<file path="config.mk">
export PLATFORM = sky130hd
export DESIGN_NAME = uart_frame_parser_flat
export DESIGN_NICKNAME = d
export VERILOG_FILES = /design/src/rtl/uart_frame_parser_if.sv /design/src/rtl/uart_frame_parser.sv /design/src/flat_wrapper.sv
export SDC_FILE = /design/constraint.sdc
export NUM_CORES = 1
export LEC_CHECK = 0
export CORE_UTILIZATION = 30
export DETAILED_ROUTE_END_ITERATION = 8
export SYNTH_ARGS = -nofsm -noshare
export SYNTH_HDL_FRONTEND = slang
export SYNTH_SLANG_ARGS = --single-unit
</file>
<file path="constraint.sdc">
create_clock -name inclk -period 2 [get_ports inclk]
set_clock_uncertainty 0.15 [all_clocks]
set_input_delay 0.4 -clock inclk [delete_from_list [all_inputs] [get_ports inclk]]
set_output_delay 0.4 -clock inclk [all_outputs]
set_load 0.02 [all_outputs]
</file>
<file path="src/rtl/uart_frame_parser_if.sv">
// ---------------------------------------------------------------------------
// uart_frame_parser_if
//
// Bundles the byte stream from the UART receiver and the parsed-frame outputs
// of uart_frame_parser.
//
// Parameter:
//   AW        payload address width; must equal $clog2(NUMBER) of the parser.
//
// Signals:
//   rx_valid  one-cycle strobe: rx_data holds a received byte
//   rx_data   received byte
//   rx_err    framing/parity error, qualified by rx_valid
//   busy      a frame is in progress
//   frm_start one-cycle pulse when a CMD byte is accepted
//   frm_cmd   latched CMD byte
//   frm_len   decoded payload length, 0..256
//   pl_valid  payload byte strobe
//   pl_data   payload byte
//   pl_addr   payload index within the frame
//   frm_done  one-cycle end-of-frame pulse (good or bad)
//   frm_ok    frame good, qualified by frm_done
//   frm_err   error class, qualified by frm_done
//
// Modports:
//   master    byte source and consumer of the parsed frame (UART side / bench)
//   slave     the parser itself
// ---------------------------------------------------------------------------
interface uart_frame_parser_if #(
  parameter int AW = 8
);
  logic          rx_valid;
  logic [7:0]    rx_data;
  logic          rx_err;
  logic          busy;
  logic          frm_start;
  logic [7:0]    frm_cmd;
  logic [8:0]    frm_len;
  logic          pl_valid;
  logic [7:0]    pl_data;
  logic [AW-1:0] pl_addr;
  logic          frm_done;
  logic          frm_ok;
  logic [2:0]    frm_err;

  modport master (
    output rx_valid, rx_data, rx_err,
    input  busy, frm_start, frm_cmd, frm_len, pl_valid, pl_data, pl_addr,
    input  frm_done, frm_ok, frm_err
  );

  modport slave (
    input  rx_valid, rx_data, rx_err,
    output busy, frm_start, frm_cmd, frm_len, pl_valid, pl_data, pl_addr,
    output frm_done, frm_ok, frm_err
  );
endinterface

</file>
<file path="src/rtl/uart_frame_parser.sv">
// ---------------------------------------------------------------------------
// uart_frame_parser
//
// Byte-level parser for the host UART command protocol.
// Frame: CMD, LEN, LEN payload bytes, SUM where
//   SUM = ~(CMD + LEN + payload bytes) mod 256.
// LEN = 0 means NUMBER bytes when NUMBER is 256, otherwise an empty payload.
// Payload is streamed out with its index; the consumer commits it only when
// frm_done arrives with frm_ok set. After a length or rx error the parser
// discards bytes until the line has been quiet for the inter-byte timeout.
//
// Parameters:
//   CLOCK       system clock frequency in Hz
//   BAUD        UART bit rate
//   RX_TIMEOUT  inter-byte timeout in 10-bit character times
//   NUMBER      maximum payload bytes, power of two in 4..256
//
// Ports:
//   inclk       system clock
//   reset       synchronous active-high reset
//   bus         uart_frame_parser_if.slave (byte input + parsed frame output)
//   stat_ok     good-frame counter, saturating   (UART_FRAME_STATS_EN only)
//   stat_bad    bad-frame counter, saturating    (UART_FRAME_STATS_EN only)
//
// Optional feature: define UART_FRAME_STATS_EN to add the frame statistics
// counters and their ports. Without it the parser is otherwise identical.
//
// frm_err codes: 0 none, 1 checksum, 2 timeout, 3 length, 4 rx_err.
// All outputs are registered and respond the cycle after the causing byte.
// ---------------------------------------------------------------------------
module uart_frame_parser #(
  parameter int CLOCK      = 50_000_000,
  parameter int BAUD       = 115_200,
  parameter int RX_TIMEOUT = 2,
  parameter int NUMBER     = 256
) (
  input  logic               inclk,
  input  logic               reset,
  uart_frame_parser_if.slave bus
`ifdef UART_FRAME_STATS_EN
  ,
  output logic [15:0]        stat_ok,
  output logic [15:0]        stat_bad
`endif
);

  // 64-bit intermediate so large CLOCK * RX_TIMEOUT products do not overflow.
  localparam longint TO_CYC_L = (longint'(RX_TIMEOUT) * 64'd10 * longint'(CLOCK))
                                / longint'(BAUD);
  localparam int     TO_CYC   = int'(TO_CYC_L);
  localparam int     AW       = $clog2(NUMBER);
  // The counter only has to hold 0..TO_CYC-1.
  localparam int     TW       = (TO_CYC < 2) ? 1 : $clog2(TO_CYC);
  localparam logic [TW-1:0] TO_LAST = TW'(TO_CYC - 1);
  localparam logic [8:0]    NUM9    = 9'(NUMBER);

  localparam logic [2:0] ERR_NONE = 3'd0;
  localparam logic [2:0] ERR_SUM  = 3'd1;
  localparam logic [2:0] ERR_TO   = 3'd2;
  localparam logic [2:0] ERR_LEN  = 3'd3;
  localparam logic [2:0] ERR_RX   = 3'd4;

  if (NUMBER < 4 || NUMBER > 256 || (NUMBER & (NUMBER - 1)) != 0) begin : g_bad_number
    $error("uart_frame_parser: NUMBER must be a power of two in 4..256");
  end
  if (TO_CYC < 1) begin : g_bad_timeout
    $error("uart_frame_parser: timeout must be at least one clock cycle");
  end

  typedef enum logic [2:0] {
    S_IDLE,
    S_LEN,
    S_DATA,
    S_SUM,
    S_SKIP
  } state_t;

  // LEN byte 0 stands for 256 only when the buffer can actually hold 256.
  function automatic logic [8:0] decode_len(input logic [7:0] b);
    if (b == 8'd0) begin
      return (NUMBER == 256) ? 9'd256 : 9'd0;
    end
    return {1'b0, b};
  endfunction

  state_t        state;
  logic [7:0]    sum;
  logic [8:0]    cnt;
  logic [TW-1:0] to_cnt;
  logic [8:0]    len_dec;
  logic          to_hit;

  always_comb begin
    len_dec = decode_len(bus.rx_data);
    to_hit  = (to_cnt == TO_LAST);
  end

  always_ff @(posedge inclk) begin
    if (reset) begin
      state         <= S_IDLE;
      sum           <= 8'd0;
      cnt           <= 9'd0;
      to_cnt        <= '0;
      bus.busy      <= 1'b0;
      bus.frm_start <= 1'b0;
      bus.frm_cmd   <= 8'd0;
      bus.frm_len   <= 9'd0;
      bus.pl_valid  <= 1'b0;
      bus.pl_data   <= 8'd0;
      bus.pl_addr   <= '0;
      bus.frm_done  <= 1'b0;
      bus.frm_ok    <= 1'b0;
      bus.frm_err   <= ERR_NONE;
    end else begin
      // Pulses and done-qualified fields default low every cycle.
      bus.frm_start <= 1'b0;
      bus.pl_valid  <= 1'b0;
      bus.frm_done  <= 1'b0;
      bus.frm_ok    <= 1'b0;
      bus.frm_err   <= ERR_NONE;

      // Any byte restarts the timeout, so a byte arriving on the expiry cycle
      // wins over the timeout.
      if (bus.rx_valid || state == S_IDLE || to_hit) begin
        to_cnt <= '0;
      end else begin
        to_cnt <= to_cnt + TW'(1);
      end

      case (state)
        S_IDLE: begin
          if (bus.rx_valid && !bus.rx_err) begin
            bus.frm_cmd   <= bus.rx_data;
            bus.frm_start <= 1'b1;
            bus.busy      <= 1'b1;
            sum           <= bus.rx_data;
            state         <= S_LEN;
          end
        end

        S_LEN: begin
          if (bus.rx_valid) begin
            if (bus.rx_err) begin
              bus.frm_done <= 1'b1;
              bus.frm_err  <= ERR_RX;
              state        <= S_SKIP;
            end else if (len_dec > NUM9) begin
              bus.frm_done <= 1'b1;
              bus.frm_err  <= ERR_LEN;
              state        <= S_SKIP;
            end else begin
              sum         <= sum + bus.rx_data;
              bus.frm_len <= len_dec;
              cnt         <= 9'd0;
              state       <= (len_dec == 9'd0) ? S_SUM : S_DATA;
            end
          end else if (to_hit) begin
            bus.frm_done <= 1'b1;
            bus.frm_err  <= ERR_TO;
            bus.busy     <= 1'b0;
            state        <= S_IDLE;
          end
        end

        S_DATA: begin
          if (bus.rx_valid) begin
            if (bus.rx_err) begin
              bus.frm_done <= 1'b1;
              bus.frm_err  <= ERR_RX;
              state        <= S_SKIP;
            end else begin
              bus.pl_valid <= 1'b1;
              bus.pl_data  <= bus.rx_data;
              bus.pl_addr  <= cnt[AW-1:0];
              cnt          <= cnt + 9'd1;
              sum          <= sum + bus.rx_data;
              // 9-bit count so a 256-byte frame terminates without wrapping.
              if (cnt + 9'd1 == bus.frm_len) begin
                state <= S_SUM;
              end
            end
          end else if (to_hit) begin
            bus.frm_done <= 1'b1;
            bus.frm_err  <= ERR_TO;
            bus.busy     <= 1'b0;
            state        <= S_IDLE;
          end
        end

        S_SUM: begin
          if (bus.rx_valid) begin
            bus.frm_done <= 1'b1;
            if (bus.rx_err) begin
              bus.frm_err <= ERR_RX;
              state       <= S_SKIP;
            end else begin
              if (bus.rx_data == ~sum) begin
                bus.frm_ok  <= 1'b1;
                bus.frm_err <= ERR_NONE;
              end else begin
                bus.frm_err <= ERR_SUM;
              end
              bus.busy <= 1'b0;
              state    <= S_IDLE;
            end
          end else if (to_hit) begin
            bus.frm_done <= 1'b1;
            bus.frm_err  <= ERR_TO;
            bus.busy     <= 1'b0;
            state        <= S_IDLE;
          end
        end

        // Drop everything until the line goes quiet, then resynchronise.
        S_SKIP: begin
          if (!bus.rx_valid && to_hit) begin
            bus.busy <= 1'b0;
            state    <= S_IDLE;
          end
        end

        default: begin
          bus.busy <= 1'b0;
          state    <= S_IDLE;
        end
      endcase
    end
  end

`ifdef UART_FRAME_STATS_EN
  function automatic logic [15:0] sat_inc16(input logic [15:0] v);
    return (v == 16'hFFFF) ? v : v + 16'd1;
  endfunction

  // Counts from the registered frm_done, so totals lag the pulse by a cycle.
  always_ff @(posedge inclk) begin
    if (reset) begin
      stat_ok  <= 16'd0;
      stat_bad <= 16'd0;
    end else if (bus.frm_done) begin
      if (bus.frm_ok) begin
        stat_ok <= sat_inc16(stat_ok);
      end else begin
        stat_bad <= sat_inc16(stat_bad);
      end
    end
  end
`endif

endmodule

</file>
<file path="src/flat_wrapper.sv">
// flat-port wrapper written by rule: the top's interface ports become plain ports
module uart_frame_parser_flat 
#(
  parameter int CLOCK      = 50_000_000,
  parameter int BAUD       = 115_200,
  parameter int RX_TIMEOUT = 2,
  parameter int NUMBER     = 256
)
  (inclk, reset, bus_rx_valid, bus_rx_data, bus_rx_err, bus_busy, bus_frm_start, bus_frm_cmd, bus_frm_len, bus_pl_valid, bus_pl_data, bus_pl_addr, bus_frm_done, bus_frm_ok, bus_frm_err);
  uart_frame_parser_if bus_i ();
  input  logic inclk;
  input  logic reset;
  input wire logic [$bits(bus_i.rx_valid)-1:0] bus_rx_valid;
  input wire logic [$bits(bus_i.rx_data)-1:0] bus_rx_data;
  input wire logic [$bits(bus_i.rx_err)-1:0] bus_rx_err;
  output wire logic [$bits(bus_i.busy)-1:0] bus_busy;
  output wire logic [$bits(bus_i.frm_start)-1:0] bus_frm_start;
  output wire logic [$bits(bus_i.frm_cmd)-1:0] bus_frm_cmd;
  output wire logic [$bits(bus_i.frm_len)-1:0] bus_frm_len;
  output wire logic [$bits(bus_i.pl_valid)-1:0] bus_pl_valid;
  output wire logic [$bits(bus_i.pl_data)-1:0] bus_pl_data;
  output wire logic [$bits(bus_i.pl_addr)-1:0] bus_pl_addr;
  output wire logic [$bits(bus_i.frm_done)-1:0] bus_frm_done;
  output wire logic [$bits(bus_i.frm_ok)-1:0] bus_frm_ok;
  output wire logic [$bits(bus_i.frm_err)-1:0] bus_frm_err;
  assign bus_i.rx_valid = bus_rx_valid;
  assign bus_i.rx_data = bus_rx_data;
  assign bus_i.rx_err = bus_rx_err;
  assign bus_busy = bus_i.busy;
  assign bus_frm_start = bus_i.frm_start;
  assign bus_frm_cmd = bus_i.frm_cmd;
  assign bus_frm_len = bus_i.frm_len;
  assign bus_pl_valid = bus_i.pl_valid;
  assign bus_pl_data = bus_i.pl_data;
  assign bus_pl_addr = bus_i.pl_addr;
  assign bus_frm_done = bus_i.frm_done;
  assign bus_frm_ok = bus_i.frm_ok;
  assign bus_frm_err = bus_i.frm_err;
  uart_frame_parser #(.CLOCK(CLOCK), .BAUD(BAUD), .RX_TIMEOUT(RX_TIMEOUT), .NUMBER(NUMBER)) u_core (.inclk(inclk), .reset(reset), .bus(bus_i));
endmodule
</file>
**Word level (Yosys, flattened, before mapping)**

Cells that the tools add are included.

- $add $sub $neg: 3
- Order comparisons: 1
- Equal/unequal tests: 17
- Muxes and demuxes: 56
- Bitwise operators: 7
- Reductions and logical operators: 23

Operators with widths:

| cell | number |
|---|---|
| $mux W9 | 7 |
| $mux W3 | 16 |
| $mux W8 | 6 |
| $pmux W8 S3 | 1 |
| $mux W1 | 19 |
| $pmux W9 S2 | 1 |
| $pmux W3 S5 | 1 |
| $add A14 B1 Y14 const B | 1 |
| $eq A14 B14 Y1 const B | 1 |
| $ne A2 B2 Y1 const B | 7 |
| $add A9 B1 Y9 const B | 1 |
| $eq A9 B9 Y1 | 1 |
| $gt A9 B9 Y1 const B | 1 |
| $logic_not A9 Y1 | 1 |
| $pmux W3 S3 | 1 |
| $add A8 B8 Y8 | 1 |
| $eq A8 B8 Y1 | 1 |
| $logic_not A8 Y1 | 1 |
| $not A8 Y8 | 1 |
| $reduce_and A4 Y1 | 2 |
| $reduce_and A7 Y1 | 1 |
| $eq A3 B2 Y1 const B | 2 |
| $not A1 Y1 | 6 |
| $reduce_and A3 Y1 | 2 |
| other kinds (19) | 25 |

- Bits in registers: 75
- Output and inout port bits: 41

**Longest topological paths before layout**

Gate-level depths: netlist of the first run.

- Depth in word-level cells: 9
- Depth in mapped cells: 8
- Depth with buffers taken out: 8

**Worst setup path before layout of the first run**

No wires, ideal clock.

- Path type: in2reg
- Start: input bus_rx_data[3]
- End: register u_core.sum[7]
- Library setup time: 0.078 ns
- Arrival time: 1.831 ns
- Required time: 1.772 ns
- Path slack: -0.059 ns
- Stages: 6
- Buffers on the path: 0
- Cells stage by stage: ha_1 > and3_1 > a221o_1 > o21a_1 > mux2_2 > nor3_1

- Word-level cells in the longest chain between the ends: 6
- Elaborated cells on any way between the ends: 13

RTL lines:

| what | RTL line | source |
|---|---|---|
| start, declared | flat_wrapper.sv:14 | `input wire logic [$bits(bus_i.rx_data)-1:0] bus_rx_data;` |
| $logic_not A8 Y1 | uart_frame_parser.sv:80 | `if (b == 8'd0) begin` |
| $mux W1 | uart_frame_parser.sv:80 |  |
| $mux W9 | uart_frame_parser.sv:83 | `return {1'b0, b};` |
| $gt A9 B9 Y1 | uart_frame_parser.sv:147 | `end else if (len_dec > NUM9) begin` |
| $ne A2 B2 Y1 (no source line) | -- |  |
| $reduce_and A7 Y1 (no source line) | -- |  |
| end signal, assigned | uart_frame_parser.sv:136 | `sum <= bus.rx_data;` |
| end signal, assigned | uart_frame_parser.sv:152 | `sum <= sum + bus.rx_data;` |
| end signal, assigned | uart_frame_parser.sv:176 | `sum <= sum + bus.rx_data;` |
| end, declared | uart_frame_parser.sv:87 | `logic [7:0] sum;` |

Several ways; a longest one is shown, not always the timed one. The select of a mux whose other input is x is not followed.
A chain may end at the register's enable or synchronous reset.

**Worst setup path after layout of the first run**

- Start: register u_core.sum[1]
- End: register u_core.sum[7]

- Word-level cells in the longest chain between the ends: 5
- Elaborated cells on any way between the ends: 7

RTL lines:

| what | RTL line | source |
|---|---|---|
| $add A8 B8 Y8 (*) | uart_frame_parser.sv:152, uart_frame_parser.sv:176 |  |
| $mux W8 | uart_frame_parser.sv:147 |  |
| $mux W8 | uart_frame_parser.sv:143 | `if (bus.rx_err) begin` |
| $mux W8 | uart_frame_parser.sv:142 | `if (bus.rx_valid) begin` |
| $pmux W8 S3 (*) | uart_frame_parser.sv:130 | `case (state)` |

Every way passes the cells marked *; elsewhere a longest branch is shown, timed or not. The select of a mux whose other input is x is not followed.

==> out/metrics.csv, run 1 <==
metric,value,unit
Placer Congestion,0.906,
Leak,0.00196,µW
hold_ws,250,ps
Clock Tree Root,clkbuf_16,
GRT Overall Usage,17.0,%
Synth Area per Inst,8.11,µm²
Worst slew margin,72.2,%
n_diodes,0,
synthesis-to-layout area growth,40.2,%
CP top delay family,compound AO/OA/AOI/OAI gates,
routed via count,3457,
Starting Density,31.1,%
post-synthesis cell area,3590,µm²
Hold Crit Class,in2reg,
hold buffer count at cts,0,
Post-synth EDFFs,0,
number of global-route vias before repair,3348,
most used routing layer,met2,
Crit-path slowest cell,a221o_1,
Post-synth top flop,dfxtp_1,
number of synthesized register bits,75,
"Clk pin slew, worst setup/hold paths",60,ps
violations in the final reports,design-rule violations,
antenna violations before repair,0,
Buffers & Inverters on Critical Path,0,
Power Total,3620,µW
Max Clock Freq,502,MHz
HPWL after DPL,7310,µm
"Cell Count, Final, Fillers Out",682,
first-pass GRT wire length,16700,µm
"FFs w/ async S/R, synth",0,%
Crit Path Category,reg2reg,
cts bufs inserted,9,
first-pass iteration count of the detailed router,6,
max-slew violations,0,
Gate Count Post-Synth,443,
M3 GR Usage,4.68,%
largest net degree at the start of global routing,26,
"Arr. time, crit path",2120,ps
pwr dens,719,nW/µm²
HP Start,reset,
H-Tree Depth,3,
max cap viols,0,
fin crit period,1990,ps
layout cells sized above 1,19.9,%
grt ovf,0,
Max IR drop VDD,0.532,mV
I/O pin count,53,
nets@finish,556,
"commonest non-fill, non-tap cell in the layout",nand2_1,
Final Hold Fails,0,
CTS tree,yes,
final antenna-violating net count,0,
required time worst endpoint,2130,ps
clk_lat worst skew,340,ps
Worst Tran Pin Value,412,ps
Reg-to-Reg Start,u_core.sum[1]$_SDFFE_PP0P_,
WL/cell,15.0,µm
final worst slack,7.50,ps
M2 GR Usage,27.3,%
Die Y,111,µm
starting DRC count in detailed routing,201,
clock sinks,75,
crit-path max FO,3,
Finished Core Util,43.6,%
"slowest stage delay, CP",380,ps
Die Footprint,12400,µm²
CP Launch Point,u_core.sum[1]$_SDFFE_PP0P_,
RSZ-0062 raised after global routing,yes,
final setup fails,0,
die width,111,µm
via/cell ratio,5.07,
met1 Use GR,21.7,%
sequential share of the synthesized area,41.8,%
Post-Syn Nets,465,
DP Worst Slack,-620,ps
residual DRC count,3,
Syn. warnings,0,
reg2reg setup slack,8,ps
fillers,1133,
status,"finished, violations left",
Post-Route WL,10200,µm
Unique masters post-synth,55,
crit end category,flop,
crit-path cells,"ha_4, a21o_1, a221o_1, o21a_1, mux2_4, nor3_2",
placed cell count,661,
final period utilization,99.6,%
number of port buffers,52,
CTS max path bufs,2,
core area,11600,µm²
CP Launch Type,flop,
most frequent cells in the layout,"nand2_1, dfxtp_1, buf_4, nor2_1, clkdlybuf4s50_1",
Rows,39,
-- layout make-up --
type	instances	area, µm²	area share (%)
inverters	10	37.5	0.745
clock inverters	6	65.1	1.29
well taps	143	179	3.55
multi-input cells	331	2060	40.9
flip-flops and latches	75	1510	30.0
repair buffers	107	947	18.8
clock buffers	10	239	4.74
-- path summary, 6_finish.rpt --
check                                                     endpoint  depth (start not counted)
worst max-delay path                    u_core.sum[7]$_SDFFE_PP0P_                          6
worst min-delay path            u_core.bus.frm_len[7]$_SDFFE_PP0P_                          2
worst max register to register          u_core.sum[7]$_SDFFE_PP0P_                          6
worst min register to register  u_core.bus.pl_addr[2]$_SDFFE_PP0P_                          2
-- stage by stage --
step           instance area, µm²  setup TNS, ps
2_1_floorplan                3610              0
3_3_place_gp                 4580         -12850
3_5_place_dp                 4580         -13510
4_1_cts                      4940              0
5_1_grt                      5040          -15.0
6_report                     5040              0
-- routing by layer --
layer  part of all wire [%]  vias up
met2                     47       73
met1                     46     1652
met5                      0        -
met3                    4.8       22
li1                       -     1710
met4                    2.1        0
-- synth_stat cells (11+ instances only) --
| cell type | n | area, µm² |
|---|---|---|
| nor2_1 | 49 | 184 |
| xnor2_1 | 11 | 96.3 |
| nand3_1 | 13 | 65.1 |
| clkbuf_1 | 20 | 75.1 |
| dfxtp_1 | 75 | 1500 |
| nand2_1 | 74 | 278 |
| o21ai_0 | 20 | 100 |
| xor2_1 | 13 | 114 |
| a21oi_1 | 41 | 205 |
-- registers in the layout, summed over array words and instances (netlist names) --
signal / cells
u_core.bus.pl_data: 8
u_core.bus.frm_start: 1
u_core.state: 3
u_core.bus.frm_ok: 1
u_core.bus.pl_valid: 1
u_core.bus.frm_cmd: 8
u_core.sum: 8
u_core.bus.busy: 1
u_core.to_cnt: 14
u_core.cnt: 9
u_core.bus.frm_err: 3
u_core.bus.pl_addr: 8
u_core.bus.frm_done: 1
u_core.bus.frm_len: 9
-- report_power, final --
group | total [µW] | leakage (µW) | switching [µW] | internal (µW)
logic | 427 | 0.00120 | 224 | 203
clock network | 1650 | 0.000148 | 648 | 999
registers | 1550 | 0.000609 | 25.3 | 1520
total | 3620 | 0.00196 | 898 | 2730
-- kinds of logic (layout without fill, tap and decap cells) --
logic type	after synthesis	in the layout	share of synthesized area, %
compound gates	92	92	15.7
flops	75	75	41.8
xor+xnor	24	24	5.85
fa+ha+maj	11	11	3.97
simple gates	194	194	25.7
buf+inv	37	133	4.18
mux	10	10	2.82
-- timing repair --
action / 4_1_cts / 5_1_grt
cloned: 0 / 0
resized for setup: 20 / 24
buffers inserted: 2 / 4
endpoints found under the setup margin: 8 / 11
pin swaps: 9 / 14
-- worst register-to-register path: stages, from the launching register on --
cell and delay (ps):
dfxtp_4 360, ha_4 210, a21o_1 210, a221o_1 380
o21a_1 220, mux2_4 310, nor3_2 90
No activity file was read; power rests on OpenSTA's default activity.
==> run 2: changes to the inputs <==
--- a/config.mk
+++ b/config.mk
@@ -5,7 +5,9 @@
 export SDC_FILE = /design/constraint.sdc
 export NUM_CORES = 1
 export LEC_CHECK = 0
+export ABC_AREA = 1
 export CORE_UTILIZATION = 30
+export CTS_BUF_LIST = sky130_fd_sc_hd__clkbuf_2 sky130_fd_sc_hd__clkbuf_4 sky130_fd_sc_hd__clkbuf_8
 export DETAILED_ROUTE_END_ITERATION = 8
 export SYNTH_ARGS = -nofsm -noshare
 export SYNTH_HDL_FRONTEND = slang
==> run 2 against run 1 <==
Against the previous run:
- the run still ends with design-rule violations left
- total power shrank 10%
- worst hold slack gained 61 ps
- critical endpoint is now bus_frm_len[3]
- cell count grew 6.9%
==> out/metrics.csv, run 2 <==
metric,value,unit
number of synthesized register bits,75,
Starting Density,31.2,%
Post-synth top flop,dfxtp_1,
HPWL after DPL,7120,µm
Post-Route WL,9450,µm
clock group share of total power,37.9,%
WL/cell,13.0,µm
top-area cell type share of the netlist area,41.5,%
n_diodes,0,
Biggest register,u_core.to_cnt,
H-Tree Depth,3,
crit end category,output pin,
final setup fails,0,
nets@finish,603,
Worst Tran Pin Value,380,ps
RSZ-0062 raised after global routing,yes,
clock sinks,75,
sw frac,27.9,%
cts bufs inserted,9,
"Arr. time, crit path",1380,ps
most frequent cells in the layout,"nand2_1, dfxtp_1, inv_1, a21oi_1, clkdlybuf4s50_1",
pwr dens,666,nW/µm²
Max IR drop VDD,0.309,mV
Yosys top cell by area,dfxtp_1,
number of global-route vias before repair,3404,
Worst slew margin,74.6,%
most frequent cell after synthesis,nand2_1,
Net Switching,907,µW
Crit-path slowest cell,clkdlybuf4s50_1,
fin crit period,1930,ps
Post-Syn Nets,510,
Reg power frac,48.0,%
crit-path max FO,4,
Int Pwr,2340,µW
"FFs w/ async S/R, synth",0,%
starting DRC count in detailed routing,176,
max-slew violations,0,
CP top delay family,buffers and inverters,
required time worst endpoint,1450,ps
grt ovf,0,
layout cells sized above 1,17.4,%
most instantiated cells after synthesis,"nand2_1, dfxtp_1, inv_1, a21oi_1, nor2_1",
Syn. warnings,0,
CTS max path bufs,2,
clk_lat worst skew,360,ps
largest net degree at the start of global routing,21,
routed via count,3494,
"commonest non-fill, non-tap cell in the layout",nand2_1,
post-synthesis cell area,3620,µm²
Hold Crit Class,reg2reg,
Gate Count Post-Synth,488,
Leak,0.00202,µW
core area,11600,µm²
status,"finished, violations left",
Top Registers,"u_core.to_cnt x14, u_core.bus.frm_len x9, u_core.cnt x9",
CTS tree,yes,
I/O pin count,53,
die width,112,µm
first-pass GRT wire length,16100,µm
"slowest stage delay, CP",620,ps
Placer Congestion,0.846,
crit-path cells,clkdlybuf4s50_1,
part of the power in combinational logic,14.0,%
Synth Area per Inst,7.42,µm²
"Clk pin slew, worst setup/hold paths",90,ps
number of port buffers,52,
Post-synth EDFFs,0,
hold_ws,311,ps
residual DRC count,2,
Crit Path Category,reg2out,
first-pass iteration count of the detailed router,6,
Final Hold Fails,0,
synthesis-to-layout area growth,34.6,%
Rows,39,
sequential share of the synthesized area,41.5,%
max reg flops,14,
Buffers & Inverters on Critical Path,1,
Fin Setup TNS,0,ps
Clock Tree Root,clkbuf_8,
max cap viols,0,
fillers,1194,
Max Clock Freq,517,MHz
Die Footprint,12500,µm²
CP Launch Type,flop,
DP Worst Slack,-583,ps
Die Y,112,µm
"Setup Fix Bufs, Post-CTS",0,
violations in the final reports,design-rule violations,
Unique masters post-synth,39,
final period utilization,96.7,%
final antenna-violating net count,0,
antenna violations before repair,0,
GRT Overall Usage,16.2,%
largest cells by area after synthesis,"dfxtp_1, nand2_1, a21oi_1",
via/cell ratio,4.79,
hold buffer count at cts,0,
final worst slack,65.7,ps
[run 2: cell types whose count changed after synthesis, moves of 9 or more]
cell,change
nand4_1,+9
o21ai_0,+20
nand3_1,+21
xnor2_1,-9
mux2i_1,-9
inv_1,+49
clkbuf_1,-13
[run 2: power by group through the flow]
stage	Combinational (µW)	Clock [µW]	Sequential, µW
2_1_floorplan	211	0	1610
4_1_cts	449	1280	1560
3_5_place_dp	448	0	1590
5_1_grt	502	1320	1560
3_3_place_gp	440	0	1590
6_report	456	1230	1560
[run 2: final cells by class]
class,count,area [µm²],share of cell area [%]
Clock buffer,9,124,2.54
Inverter,65,244,5.01
Clock inverter,7,83.8,1.72
Tap cell,143,179,3.67
Sequential cell,75,1500,30.9
Multi-Input combinational cell,333,1850,37.9
Timing Repair Buffer,97,891,18.3
[run 2: timing repair]
action / CTS / global route
endpoints found under the setup margin: 2 / 8
pin swaps: 0 / 1
gates resized for setup: 5 / 15
hold endpoints to repair: 0 / 0
[run 2: worst paths after layout]
kind	slack, ps	cells after the start	endpoint	from
setup / recovery	70	1	bus_frm_len[3]	u_core.bus.frm_len[3]$_SDFFE_PP0P_
hold / removal	310	1	u_core.to_cnt[0]$_SDFF_PP0_	u_core.to_cnt[0]$_SDFF_PP0_
setup reg to reg	110	11	u_core.sum[6]$_SDFFE_PP0P_	u_core.sum[0]$_SDFFE_PP0P_
hold reg to reg	310	1	u_core.to_cnt[0]$_SDFF_PP0_	u_core.to_cnt[0]$_SDFF_PP0_
[run 2: stage by stage]
stage,instance area (µm²),power [µW],cells,utilization (%)
final,4870,3250,729,42.0
after global routing,4870,3390,729,42.0
after CTS,4810,3290,729,41.4
after detailed placement,4600,2040,713,39.6
after global placement,4600,2030,713,39.6
after floorplan,3620,1820,488,-
[run 2: cell families after synthesis]
kind of cell / Yosys count / share of synthesized area (%)
simple gates: 207 / 27.6
buf+inv: 80 / 8.98
flops: 75 / 41.5
compound gates: 108 / 16.3
xor+xnor: 8 / 1.94
fa+ha+maj: 10 / 3.66
[run 2: metal layers]
metal	global-route usage [%]	wire length, µm	vias to the layer above	part of all wire (%)
met5	0	0	-	0
met4	5.68	122	0	1.3
met3	3.59	428	9	4.5
met2	26.6	4470	78	47
met1	20.7	4430	1601	47
li1	-	-	1806	-
